===== config.mk =====
export PLATFORM = sky130hd
export DESIGN_NAME = onectr_sequencer
export DESIGN_NICKNAME = d
export VERILOG_FILES = /design/src/rtl/onectr_pkg.sv /design/src/rtl/onectr_sequencer.sv
export SDC_FILE = /design/constraint.sdc
export NUM_CORES = 1
export LEC_CHECK = 0
export ABC_AREA = 1
export BUFFER_PORTS_ARGS = -buffer_cell sky130_fd_sc_hd__buf_2
export CAP_MARGIN = 15
export CORE_MARGIN = 4
export CORE_UTILIZATION = 60
export DETAILED_ROUTE_END_ITERATION = 12
export GPL_TIMING_DRIVEN = 0
export PLACE_DENSITY = 0.85
export SLEW_MARGIN = 5
export SYNTH_ARGS = -nofsm -noshare
export SYNTH_HDL_FRONTEND = slang
export SYNTH_SLANG_ARGS = --single-unit

===== constraint.sdc =====
create_clock -name clk -period 2.35 [get_ports clk]
set_clock_uncertainty 0.2 [all_clocks]
set_input_delay 0 -clock clk [delete_from_list [all_inputs] [get_ports clk]]
set_output_delay 0 -clock clk [all_outputs]
set_load 0.03 [all_outputs]

===== src/rtl/onectr_pkg.sv =====
// ----------------------------------------------------------------------------
// onectr_pkg
// Shared types and constants for the one-counter processor control path.
//   seq_state_t        sequencer state: IDLE, RUN, DONE
//   PCSIZE_DEFAULT     default program counter width
//   MAXCYCLES_DEFAULT  default watchdog limit in RUN cycles
//   WDOG_W             width of the RUN-cycle watchdog counter
// ----------------------------------------------------------------------------
package onectr_pkg;

    typedef enum logic [1:0] {
        IDLE = 2'd0,
        RUN  = 2'd1,
        DONE = 2'd2
    } seq_state_t;

    localparam int PCSIZE_DEFAULT    = 8;
    localparam int MAXCYCLES_DEFAULT = 1023;
    localparam int WDOG_W            = 16;

endpackage


===== src/rtl/onectr_sequencer.sv =====
// ----------------------------------------------------------------------------
// onectr_sequencer
// Program-flow controller for the one-counter processor. Owns the program
// counter, runs the start/done handshake, resolves jumps decoded from the
// current instruction, gates the register-file write enable and stops
// runaway programs with a RUN-cycle watchdog.
//
// Ports
//   clk          in   system clock, rising edge
//   rst          in   synchronous reset, active-low
//   start_i      in   start request, honoured in IDLE/DONE only
//   JP           in   unconditional jump (current instruction)
//   JF           in   jump-if-flag (current instruction)
//   Halt         in   end-of-program marker (current instruction)
//   Flag         in   datapath condition flag
//   JumpAddress  in   jump target (current instruction)
//   Wen_i        in   decoder register-file write enable
//   Wen          out  gated write enable to the datapath (combinational)
//   PCAddress    out  instruction ROM address (registered)
//   busy_o       out  high while a program runs
//   done_o       out  one-cycle pulse on normal completion
//   err_o        out  sticky watchdog / PC-overflow error
// ----------------------------------------------------------------------------
module onectr_sequencer
    import onectr_pkg::*;
#(
    parameter int PCSIZE    = PCSIZE_DEFAULT,
    parameter int MAXCYCLES = MAXCYCLES_DEFAULT
) (
    input  logic              clk,
    input  logic              rst,
    input  logic              start_i,
    input  logic              JP,
    input  logic              JF,
    input  logic              Halt,
    input  logic              Flag,
    input  logic [PCSIZE-1:0] JumpAddress,
    input  logic              Wen_i,
    output logic              Wen,
    output logic [PCSIZE-1:0] PCAddress,
    output logic              busy_o,
    output logic              done_o,
    output logic              err_o
);

    // Counter value seen during the last permitted RUN cycle.
    localparam logic [WDOG_W-1:0] LP_CYC_LAST = WDOG_W'(MAXCYCLES - 1);

    typedef struct packed {
        logic [PCSIZE-1:0] pc;
        logic              wrap;   // sequential step overflowed the PC
    } next_pc_t;

    // Jump resolution: JP beats JF, JF needs Flag, otherwise step by one.
    // A jump never counts as a wrap, even when it targets address 0.
    function automatic next_pc_t f_next_pc(
        input logic [PCSIZE-1:0] pc,
        input logic              jp,
        input logic              jf,
        input logic              flag,
        input logic [PCSIZE-1:0] jaddr
    );
        next_pc_t r;
        r.wrap = 1'b0;
        if (jp || (jf && flag)) begin
            r.pc = jaddr;
        end else begin
            r.pc   = pc + PCSIZE'(1);
            r.wrap = &pc;
        end
        return r;
    endfunction

    seq_state_t        r_state;
    logic [PCSIZE-1:0] r_pc;
    logic [WDOG_W-1:0] r_cyc;
    logic              r_busy;
    logic              r_done;
    logic              r_err;
    next_pc_t          w_next;

    assign w_next = f_next_pc(r_pc, JP, JF, Flag, JumpAddress);

    // NOTE: state registers use non-blocking assignments so every register in
    // this block samples pre-edge values; blocking here would make r_done and
    // r_state ordering-dependent.
    always_ff @(posedge clk) begin
        if (!rst) begin
            r_state <= IDLE;
            r_pc    <= '0;
            r_cyc   <= '0;
            r_busy  <= 1'b0;
            r_done  <= 1'b0;
            r_err   <= 1'b0;
        end else begin
            r_done <= 1'b0;
            unique case (r_state)
                IDLE, DONE: begin
                    if (start_i) begin
                        r_state <= RUN;
                        r_pc    <= '0;
                        r_cyc   <= '0;
                        r_err   <= 1'b0;
                        r_busy  <= 1'b1;
                    end else begin
                        r_state <= IDLE;
                    end
                end
                RUN: begin
                    r_cyc <= r_cyc + WDOG_W'(1);
                    if (Halt) begin
                        // PC holds on the halt instruction.
                        r_state <= DONE;
                        r_busy  <= 1'b0;
                        r_done  <= 1'b1;
                    end else if (r_cyc == LP_CYC_LAST) begin
                        r_state <= DONE;
                        r_busy  <= 1'b0;
                        r_err   <= 1'b1;
                    end else begin
                        r_pc <= w_next.pc;
                        if (w_next.wrap) begin
                            r_state <= DONE;
                            r_busy  <= 1'b0;
                            r_err   <= 1'b1;
                        end
                    end
                end
                default: begin
                    r_state <= IDLE;
                    r_busy  <= 1'b0;
                end
            endcase
        end
    end

    // Halt instructions never write; nothing writes outside RUN.
    assign Wen       = Wen_i && (r_state == RUN) && !Halt;
    assign PCAddress = r_pc;
    assign busy_o    = r_busy;
    assign done_o    = r_done;
    assign err_o     = r_err;

endmodule


==> results of run 1 <==
## layout by cell type, fill, tap and decap left out, drive strengths merged
cell	count
nand2	70
nor2	36
buf	30
dfxtp	29
inv	28
a21oi	22
dlygate4sd3	17
o21ai	17
nand3	16
clkbuf	7
nor3	5
a31oi	3
a211oi	3
o21a	3
nand4	3
ha	3
o21bai	2
or2	2
xor2	2
a41oi	1
a22oi	1
xnor2	1
clkinv	1
bufinv	1
clkinvlp	1
## layer usage
layer | vias up | part of all wire [%]
li1 | 929 | -
met1 | 827 | 41
met2 | 76 | 50
met3 | 10 | 7.3
met4 | 0 | 2.2
met5 | - | 0
## area by class of cell
class | count | area (sq um) | area share (%)
clock buffer | 5 | 37.54 | 1.752
timing repair buffer | 44 | 305.3 | 14.25
buffer | 5 | 27.53 | 1.285
tap | 31 | 38.79 | 1.811
clock inverter | 3 | 46.29 | 2.161
inverter | 28 | 105.1 | 4.907
multi-input combinational | 190 | 1001 | 46.73
sequential | 29 | 580.6 | 27.10
## how the worst max path moves through the flow
stage	from	end	slack (ns)	depth (start not counted)
final	Flag	PCAddress[5]	0.18	10
after detailed placement	r_cyc[0]	PCAddress[1]	0.55	9
after global placement	r_cyc[0]	PCAddress[6]	0.58	9
after floorplan	PCAddress[0]	PCAddress[6]	0.64	9
after CTS	r_cyc[0]	err_o	0.27	9
after global routing	Flag	PCAddress[5]	0.06	10
## worst register-to-register path, cell delays in order (launching register included)
cell	delay, ns
dfxtp_1	0.42
inv_1	0.07
ha_1	0.23
nand3_1	0.09
nor2_1	0.05
nand2_1	0.12
nand3_1	0.08
a21oi_1	0.13
nor2_1	0.05
dlygate4sd3_1	0.55
## state kept, by name, summed over array words and instances, names as in the netlist
| register | count |
|---|---|
| r_cyc | 16 |
| PCAddress | 8 |
| r_state | 2 |
| busy_o | 1 |
| done_o | 1 |
| err_o | 1 |
## cells in the mapped netlist, types with 2 or more instances
master | count | area share, %
nor2_1 | 29 | 6.4
dfxtp_1 | 29 | 34
o21a_1 | 3 | 1.3
nand3_2 | 2 | 1.2
or2_2 | 2 | 0.73
nand3_1 | 13 | 3.8
xor2_1 | 2 | 1.0
nand2_1 | 64 | 14
a211oi_1 | 3 | 1.3
inv_1 | 19 | 4.2
a31oi_1 | 3 | 1.1
inv_2 | 9 | 2.0
nand4_1 | 3 | 1.1
nand2_4 | 4 | 2.6
nand2_2 | 2 | 0.73
clkbuf_1 | 2 | 0.44
a21oi_1 | 21 | 6.1
buf_4 | 2 | 0.88
o21bai_1 | 2 | 0.88
nor2_2 | 5 | 1.8
o21ai_1 | 4 | 1.2
o21ai_0 | 11 | 3.2
nor3_1 | 5 | 1.5
ha_1 | 3 | 2.2
## through the flow
| stage | area (sq um) | utilization (%) | power [mW] | setup WS, ns |
|---|---|---|---|---|
| 2_1_floorplan | 1714 | - | 0.6152 | 0.6403 |
| 3_3_place_gp | 1888 | 69.06 | 0.6575 | 0.5836 |
| 3_5_place_dp | 1888 | 69.06 | 0.6602 | 0.5477 |
| 4_1_cts | 2142 | 78.35 | 1.099 | 0.2743 |
| 5_1_grt | 2142 | 78.35 | 1.145 | 0.06371 |
| 6_report | 2142 | 78.35 | 1.098 | 0.1829 |
## power by group
group          internal, mW  total [mW]  switching, mW
logic                0.0656       0.163         0.0973
clock network         0.225       0.423          0.198
registers             0.502       0.512        0.00988
## cells by family (layout without fill, tap and decap cells)
logic type | after synthesis | after routing | share of synthesized area, %
AND/OR/NAND/NOR | 132 | 132 | 36.64
AO/OA/AOI/OAI | 52 | 52 | 18.03
buffers and inverters | 33 | 85 | 7.737
flip-flops | 29 | 29 | 33.87
adder cells (fa/ha/maj) | 3 | 3 | 2.190
XOR/XNOR | 3 | 3 | 1.533
## repair_timing
item                                   CTS  global route
endpoints found under the hold margin   28             0
hold buffers                            17             0
buffers inserted                         0             0
resized for setup                        0             0
==> key figures, run 1 <==
Detailed routing
  • Initial DRC count: 88
  • DR WL/cell: 13.03 um
  • Router iterations before antenna repair: 4
  • Via count: 1842
  • Total Wirelength: 4365 um
  • Via density: 5.499
  • DRC Markers: 0
  • Remaining antenna violation count: 0

Setup path
  • Worst reg2reg path depth: 9
  • Crit path cell chain: dlygate4sd3_1, buf_2, a21oi_2, dlygate4sd3_1, inv_2, clkbuf_1, nor2_1, nor2_1, nor2_1, nor2_1
  • Critical Path Start Type: input pin
  • Worst path most repeated cell: nor2_1
  • R2R Setup Slk: 0.25 ns
  • Crit path kind: input pin to flop
  • Crit Path Max Fanout: 10
  • Critical path's slowest cell: dlygate4sd3_1
  • Arr. time, crit path: 2.18 ns
  • Reg-to-Reg Start: r_cyc[0]
  • CP max stage delay: 0.64 ns
  • Critical Path End Type: flop
  • Critical Path RT: 2.36 ns
  • Reg2reg end: err_o
  • Crit path max-delay family: buffers and inverters
  • Worst path buffer plus inverter count: 5

Timing
  • Setup TNS: 0 ns
  • Final worst path period share: 92.22%
  • Peak Freq: 461.4 MHz
  • Final setup viols: 0
  • Headroom to the max-slew limit: 66.12%
  • RSZ-0062 raised after global routing: false
  • Worst Hold Margin: 0.08588 ns
  • Max Slew Vio Count: 0
  • Worst-Margin Slew: 0.5082 ns
  • Final hold vios: 0
  • Min Tclk post-route: 2.167 ns

Place
  • Dpl cells: 310
  • DP Wirelength: 2931 um
  • RD Place Congestion: 0.8865
  • IO Port Bufs: 27

Floorplan
  • IO Count: 28
  • Die area: 0.003776 sq mm
  • Core Region: 0.002734 sq mm
  • Cell Rows: 19
  • Starting density of the core: 62.70%
  • Die W: 61.45 um
  • Height of the die: 61.45 um

Worst hold path
  • HP Class: input pin to flop
  • Hold Path Origin: JF
  • Hold depth: 6
  • Hold path endpoint: r_state[1]

Logic synthesis
  • Synth warnings: 0
  • Synth Area per Inst: 6.802 sq um
  • Post-synth EDFFs: 0
  • Top_reg_cell synth: dfxtp_1
  • Mapped Area: 0.001714 sq mm
  • Distinct cells, synth: 34
  • Register area share after synthesis: 33.87%
  • Syn Nets: 271
  • Post-synthesis cell count: 252
  • Synth async-reset ratio: 0%
  • Synth Register Bits: 29

Flow run
  • MaxCap Viol Count: 0

Finish
  • Share of post-route cells with drive strength above 1: 22.37%
  • Final non-filler cell total: 335
  • NumNets Final: 322
  • FILL cells: 201
  • Area growth, synth to finish: 24.96%
  • ANT cells: 0

GRT
  • Total Routing Usage GR: 26.27%
  • Met2 Track Usage GR: 44.26%
  • GR Overflow Total: 0
  • Largest net degree at the start of global routing: 12
  • GRT met1 Usage: 30.85%
  • Initial antenna violation count: 0
  • Gr busiest metal: met2
  • Grt met3 use: 6.499%
  • First-pass GRT wire length: 7320 um
  • Vias in the first global route: 1706

Clocking
  • Worst skew pair latency: 0.34 ns
  • CTS Root Cell: clkbuf_4
  • H-tree depth: 2
  • Clock transition at path regs: 0.10 ns
  • CTS Buffer Depth: 2
  • Clock sinks: 29
  • CTS buffer count: 5
  • CTS tree: yes

Power and ir drop
  • Leakage: 0.9612 nW
  • Pwr Density: 512.6 mW/mm^2
  • Maximum vdd drop: 0.0005639 V

Status
  • Outcome: finished, final reports clean
(Power assumes the default switching activity.)
==> inputs of run 2 (changes only) <==
--- a/config.mk
+++ b/config.mk
@@ -5,11 +5,10 @@
 export SDC_FILE = /design/constraint.sdc
 export NUM_CORES = 1
 export LEC_CHECK = 0
-export ABC_AREA = 1
 export BUFFER_PORTS_ARGS = -buffer_cell sky130_fd_sc_hd__buf_2
 export CAP_MARGIN = 15
 export CORE_MARGIN = 4
-export CORE_UTILIZATION = 60
+export CORE_UTILIZATION = 59
 export DETAILED_ROUTE_END_ITERATION = 12
 export GPL_TIMING_DRIVEN = 0
 export PLACE_DENSITY = 0.85
==> run 2 against run 1 <==
  * Combinational power down 13%
  * Global-route usage down 1.0 points
  * Maximum frequency up 0.64%
==> key figures, run 2 <==
GRT
  • Initial antenna violation count: 0
  • Largest net degree at the start of global routing: 11
  • Total Routing Usage GR: 25.25%
  • GR Overflow Total: 0
  • First-pass GRT wire length: 6727 um
  • GRT met1 Usage: 33.65%
  • Gr busiest metal: met2
  • Met2 Track Usage GR: 39.43%
  • Grt met3 use: 4.793%
  • Vias in the first global route: 1520

Finish
  • Area growth, synth to finish: 25.22%
  • Final non-filler cell total: 269
  • Commonest non-fill, non-tap cell in the layout: dfxtp_1
  • Most frequent cells in the layout: dfxtp_1, buf_2, nand2_1
  • FILL cells: 176
  • Design Area, Final: 0.001926 sq mm
  • Share of post-route cells with drive strength above 1: 17.99%
  • Number of flip-flops in the largest register: 16
  • Most flop-heavy register: r_cyc
  • Final Core Density: 77.73%
  • ANT cells: 0
  • NumNets Final: 258

Place
  • Placement-stage cell area: 0.001710 sq mm
  • Dpl cells: 246
  • RD Place Congestion: 0.7800
  • IO Port Bufs: 27
  • DP Wirelength: 2664 um
  • Dpl ws: 0.2394 ns

Worst hold path
  • HP Class: input pin to flop

Setup path
  • Crit path max-delay family: simple AND/OR/NAND/NOR gates
  • Critical Path RT: 2.37 ns
  • Crit Path Max Fanout: 8
  • Worst path most repeated cell: or4_1
  • Crit path kind: flop to flop
  • Arr. time, crit path: 2.18 ns
  • Critical Path Start Type: flop
  • Worst path buffer plus inverter count: 1
  • CP max stage delay: 0.51 ns
  • Critical path's slowest cell: or4_1
  • Crit path cell chain: or4_1, or4_1, buf_2, o22a_2, o32ai_1
  • Critical Path End Type: flop

Logic synthesis
  • Synth area leader: dfxtp_1
  • Post-synth EDFFs: 0
  • Syn Nets: 208
  • Top cells by area, synth: dfxtp_1, nand2_1, nor2_1, o32ai_1, a21oi_1
  • Synth async-reset ratio: 0%
  • Post-synthesis cell count: 189
  • Synth Register Bits: 29
  • Most frequent cell after synthesis: dfxtp_1
  • Distinct cells, synth: 47
  • Top post-synthesis cells by count: dfxtp_1, nand2_1, nor2_1
  • Synth warnings: 0
  • Post-synth top area share: 37.75%
  • Top_reg_cell synth: dfxtp_1
  • Register area share after synthesis: 37.75%
  • Synth Area per Inst: 8.136 sq um
  • Mapped Area: 0.001538 sq mm

Floorplan
  • Height of the die: 59.05 um
  • Starting density of the core: 62.07%
  • Die area: 0.003487 sq mm
  • Die W: 59.05 um
  • Cell Rows: 18
  • Core Region: 0.002477 sq mm
  • IO Count: 28

Power and ir drop
  • Leakage: 0.7123 nW
  • Psw: 0.2523 mW
  • Seq pwr share: 53.6%
  • Clock Power Share: 31.6%
  • Cell internal pwr: 0.7002 mW
  • Switching Fraction: 26.49%
  • Combinational power share: 14.8%
  • Pwr Density: 494.6 mW/mm^2
  • Maximum vdd drop: 0.0003703 V

Timing
  • Max Slew Vio Count: 0
  • Final setup viols: 0
  • Final hold vios: 0
  • Setup TNS: 0 ns
  • Final worst path period share: 91.63%
  • Setup ws final: 0.1967 ns
  • Worst-Margin Slew: 0.4962 ns
  • Min Tclk post-route: 2.153 ns
  • Peak Freq: 464.4 MHz
  • RSZ-0062 raised after global routing: false
  • Headroom to the max-slew limit: 66.92%

Detailed routing
  • Via density: 6.268
  • Remaining antenna violation count: 0
  • Router iterations before antenna repair: 5
  • Total Wirelength: 4067 um
  • Via count: 1686
  • DRC Markers: 0
  • DR WL/cell: 15.12 um
  • Initial DRC count: 106

Clocking
  • CTS Root Cell: clkbuf_4
  • Cts repair resizes: 0
  • Clock sinks: 29
  • CTS buffer count: 5
  • H-tree depth: 2
  • Worst skew pair latency: 0.32 ns
  • CTS tree: yes
  • CTS Buffer Depth: 2
  • Clock transition at path regs: 0.09 ns

Status
  • Outcome: finished, final reports clean

Flow run
  • MaxCap Viol Count: 0
run 2: changes by cell type after synthesis, sizes merged, moves of 6 or more:
cell and change:
nand2 -47, inv -25, nor2 -17, o21ai -11, a21oi -10, nand3 -7, o32ai +7, clkbuf +6
run 2: power groups by stage:
stage / Combinational, mW / Clock (mW) / Sequential (mW)
CTS: 0.136 / 0.304 / 0.510
global route: 0.153 / 0.334 / 0.513
global placement: 0.110 / 0 / 0.521
floorplan: 0.0639 / 0 / 0.531
finish: 0.141 / 0.301 / 0.511
detailed placement: 0.114 / 0 / 0.522
run 2: worst paths after layout:
| kind | start | to | slack, ns | cells past startpoint |
|---|---|---|---|---|
| worst max-delay path | r_cyc[15] | PCAddress[6] | 0.20 | 5 |
| worst min register to register | err_o | err_o | 0.26 | 2 |
| worst min-delay path | Flag | err_o | 0.17 | 5 |
| worst max register to register | r_cyc[15] | PCAddress[6] | 0.20 | 5 |
run 2: through the flow:
stage	hold slack (ns)	power [mW]
after floorplan	-0.05408	0.5952
after global placement	0.08297	0.6308
after detailed placement	0.1008	0.6353
after CTS	0.1206	0.9493
after global routing	0.1993	1.000
final	0.1708	0.9525
run 2: layout make-up:
class	count	area [sq um]	share of cell area (%)
plain buffers	9	35.03	1.819
clock buffers	7	55.05	2.859
inverters	4	15.01	0.7797
multi-input cells	147	907.1	47.11
flip-flops and latches	29	580.6	30.15
well taps	30	37.54	1.949
repair buffers	43	295.3	15.33
run 2: per-layer routing:
metal  vias to the layer above  part of all wire [%]
met1                       780                    43
li1                        801                     -
met4                         0                   3.0
met5                         -                     0
met2                        87                    47
met3                        18                   7.6
run 2: logic make-up (layout without fill, tap and decap cells):
group,count (synthesis),after routing,synth area share [%]
mux,5,5,3.580
buf+inv,13,63,3.254
compound gates,43,43,19.53
fa+ha+maj,3,3,2.441
flops,29,29,37.75
simple gates,92,92,31.16
xor+xnor,4,4,2.278
run 2: what timing repair did:
item / CTS / global route
setup buffers: 0 / 0
hold endpoints to repair: 17 / 0
hold buffers: 16 / 0
run 2: worst register-to-register path, cell delays in order, from the launching register on:
cell and delay (ns):
dfxtp_1 0.34, or4_1 0.51, or4_1 0.41, buf_2 0.17, o22a_2 0.29, o32ai_1 0.14
==> inputs of run 3 (changes only) <==
--- a/config.mk
+++ b/config.mk
@@ -8,10 +8,10 @@
 export BUFFER_PORTS_ARGS = -buffer_cell sky130_fd_sc_hd__buf_2
 export CAP_MARGIN = 15
 export CORE_MARGIN = 4
-export CORE_UTILIZATION = 59
+export CORE_UTILIZATION = 34
 export DETAILED_ROUTE_END_ITERATION = 12
 export GPL_TIMING_DRIVEN = 0
-export PLACE_DENSITY = 0.85
+export PLACE_DENSITY = 0.54
 export SLEW_MARGIN = 5
 export SYNTH_ARGS = -nofsm -noshare
 export SYNTH_HDL_FRONTEND = slang
==> run 3 against run 2 <==
  * Via count shrank 6.8%
  * Non-clock buffer count shrank 2
  * Die area grew 62%
  * Core utilization shrank 32 points
  * Cell area grew 3.6%
  * Clock power grew 78%
  * Hold slack lost 0.12 ns
  * Sequential power is essentially flat
  * Maximum frequency grew 0.12%
  * Cell count grew 7.8%
  * Global-route usage shrank 9.0 points
  * Routed wire length grew 0.15%
==> key figures, run 3 (same netlist as run 2, synthesis figures left out) <==
Clocking
  • Worst skew pair latency: 0.29 ns
  • Post-CTS Hold Fix Bufs: 14
  • Cts repair resizes: 0
  • Post-CTS Setup Repair Bufs: 0
  • CTS buffer count: 5
  • Clock transition at path regs: 0.07 ns
  • H-tree depth: 2
  • CTS Root Cell: clkbuf_8
  • CTS Buffer Depth: 2
  • CTS tree: yes
  • Clock sinks: 29

Timing
  • Final setup viols: 0
  • Worst-Margin Slew: 0.4922 ns
  • RSZ-0062 raised after global routing: false
  • Setup TNS: 0 ns
  • Final hold vios: 0
  • Headroom to the max-slew limit: 67.19%
  • Final worst path period share: 91.52%
  • Peak Freq: 464.9 MHz
  • Min Tclk post-route: 2.151 ns
  • Max Slew Vio Count: 0

Setup path
  • CP max stage delay: 0.59 ns
  • Stages on worst setup path: 5
  • CP Launch Point: r_cyc[3]
  • Reg-to-Reg Start: r_cyc[3]
  • Crit Path Max Fanout: 9
  • Arr. time, crit path: 2.13 ns
  • Critical Path RT: 2.33 ns
  • Crit path max-delay family: simple AND/OR/NAND/NOR gates
  • Worst reg2reg path depth: 5
  • Critical path's slowest cell: or4_1
  • Worst path buffer plus inverter count: 1
  • Crit path kind: flop to flop
  • Crit path cell chain: nand4_2, or4_1, buf_2, o22a_2, o32ai_1
  • Critical Path Start Type: flop
  • Critical Path End Type: flop

Power and ir drop
  • Pwr Density: 593.1 mW/mm^2
  • Seq pwr share: 43.2%
  • Leakage: 0.7309 nW
  • Total power: 1.183 mW
  • Combinational power share: 11.4%
  • Maximum vdd drop: 0.0002326 V
  • Switching Fraction: 23.73%
  • Psw: 0.2807 mW
  • Cell internal pwr: 0.9022 mW
  • Clock Power Share: 45.3%

Place
  • DP Wirelength: 2793 um
  • IO Port Bufs: 27
  • RD Place Congestion: 0.7597

Worst hold path
  • HP Class: input pin to flop
  • Hold depth: 4
  • Hold Path Origin: Flag

Flow run
  • MaxCap Viol Count: 0

Finish
  • Most frequent cells in the layout: dfxtp_1, buf_2, nand2_1
  • Area growth, synth to finish: 29.70%
  • Most flop-heavy register: r_cyc
  • FILL cells: 452
  • Share of post-route cells with drive strength above 1: 18.49%
  • ANT cells: 0
  • Number of flip-flops in the largest register: 16
  • Commonest non-fill, non-tap cell in the layout: dfxtp_1
  • NumNets Final: 256

Floorplan
  • Core Region: 0.004354 sq mm
  • Cell Rows: 24
  • IO Count: 28
  • Die W: 75.25 um
  • Height of the die: 75.25 um
  • Starting density of the core: 35.32%
  • Die area: 0.005663 sq mm

GRT
  • GR Overflow Total: 0
  • Total Routing Usage GR: 16.24%
  • Largest net degree at the start of global routing: 11
  • First-pass GRT wire length: 6906 um
  • Vias in the first global route: 1427
  • Initial antenna violation count: 0

Detailed routing
  • Via count: 1572
  • Total Wirelength: 4073 um
  • DRC Markers: 0
  • Router iterations before antenna repair: 4
  • Remaining antenna violation count: 0
  • DR WL/cell: 14.04 um
  • Via density: 5.421
  • Initial DRC count: 135

Status
  • Outcome: finished, final reports clean
[run 3: changes by cell type in the layout (fill, tap and decap cells not counted), sizes merged]
cell         delta
dlygate4sd3     -2
bufinv          +1
[run 3: metrics by stage]
| step | hold slack, ns | instance area, sq um | setup WS, ns | util (%) | cells |
|---|---|---|---|---|---|
| 2_1_floorplan | -0.05408 | 1538 | 0.3884 | - | 189 |
| 3_3_place_gp | 0.09964 | 1738 | 0.2458 | 39.91 | 268 |
| 3_5_place_dp | 0.09807 | 1738 | 0.2449 | 39.91 | 268 |
| 4_1_cts | 0.01243 | 1994 | 0.1936 | 45.80 | 290 |
| 5_1_grt | 0.05895 | 1994 | 0.06973 | 45.80 | 290 |
| 6_report | 0.05210 | 1994 | 0.1992 | 45.80 | 290 |
[run 3: per-layer routing]
metal  GRT usage, %  vias to the layer above  share of wire [%]
li1               -                      798                  -
met1          22.42                      736                 49
met2          24.27                       31                 45
met3          3.605                        7                3.8
met4          6.990                        0                1.8
met5              0                        -                  0
[run 3: final cells by class]
type                            count  area [sq um]  area share, %
Timing Repair Buffer               41         275.3          13.80
Clock inverter                      1         30.03          1.506
Clock buffer                        7         86.33          4.329
Buffer                              9         35.03          1.757
Multi-Input combinational cell    147         907.1          45.48
Inverter                            4         15.01         0.7528
Sequential cell                    29         580.6          29.11
Tap cell                           52         65.06          3.262
[run 3: worst paths after layout]
| kind | end | slack [ns] |
|---|---|---|
| setup / recovery | PCAddress[3] | 0.20 |
| hold / removal | PCAddress[6] | 0.05 |
| setup reg to reg | PCAddress[3] | 0.20 |
| hold reg to reg | err_o | 0.26 |
[run 3: worst register-to-register path: cells and delay by family, from the launching register on]
kind | cells | cell delay [ns]
AOI/OAI and AO/OA | 2 | 0.41
buffers and inverters | 1 | 0.17
DFF | 1 | 0.44
and+or+nand+nor | 2 | 0.83
[run 3: power groups by stage]
| stage | Sequential, mW | Clock [mW] | Combinational, mW |
|---|---|---|---|
| 4_1_cts | 0.511 | 0.550 | 0.135 |
| 5_1_grt | 0.513 | 0.577 | 0.151 |
| 2_1_floorplan | 0.531 | 0 | 0.0639 |
| 3_3_place_gp | 0.522 | 0 | 0.116 |
| 6_report | 0.512 | 0.536 | 0.135 |
| 3_5_place_dp | 0.522 | 0 | 0.116 |
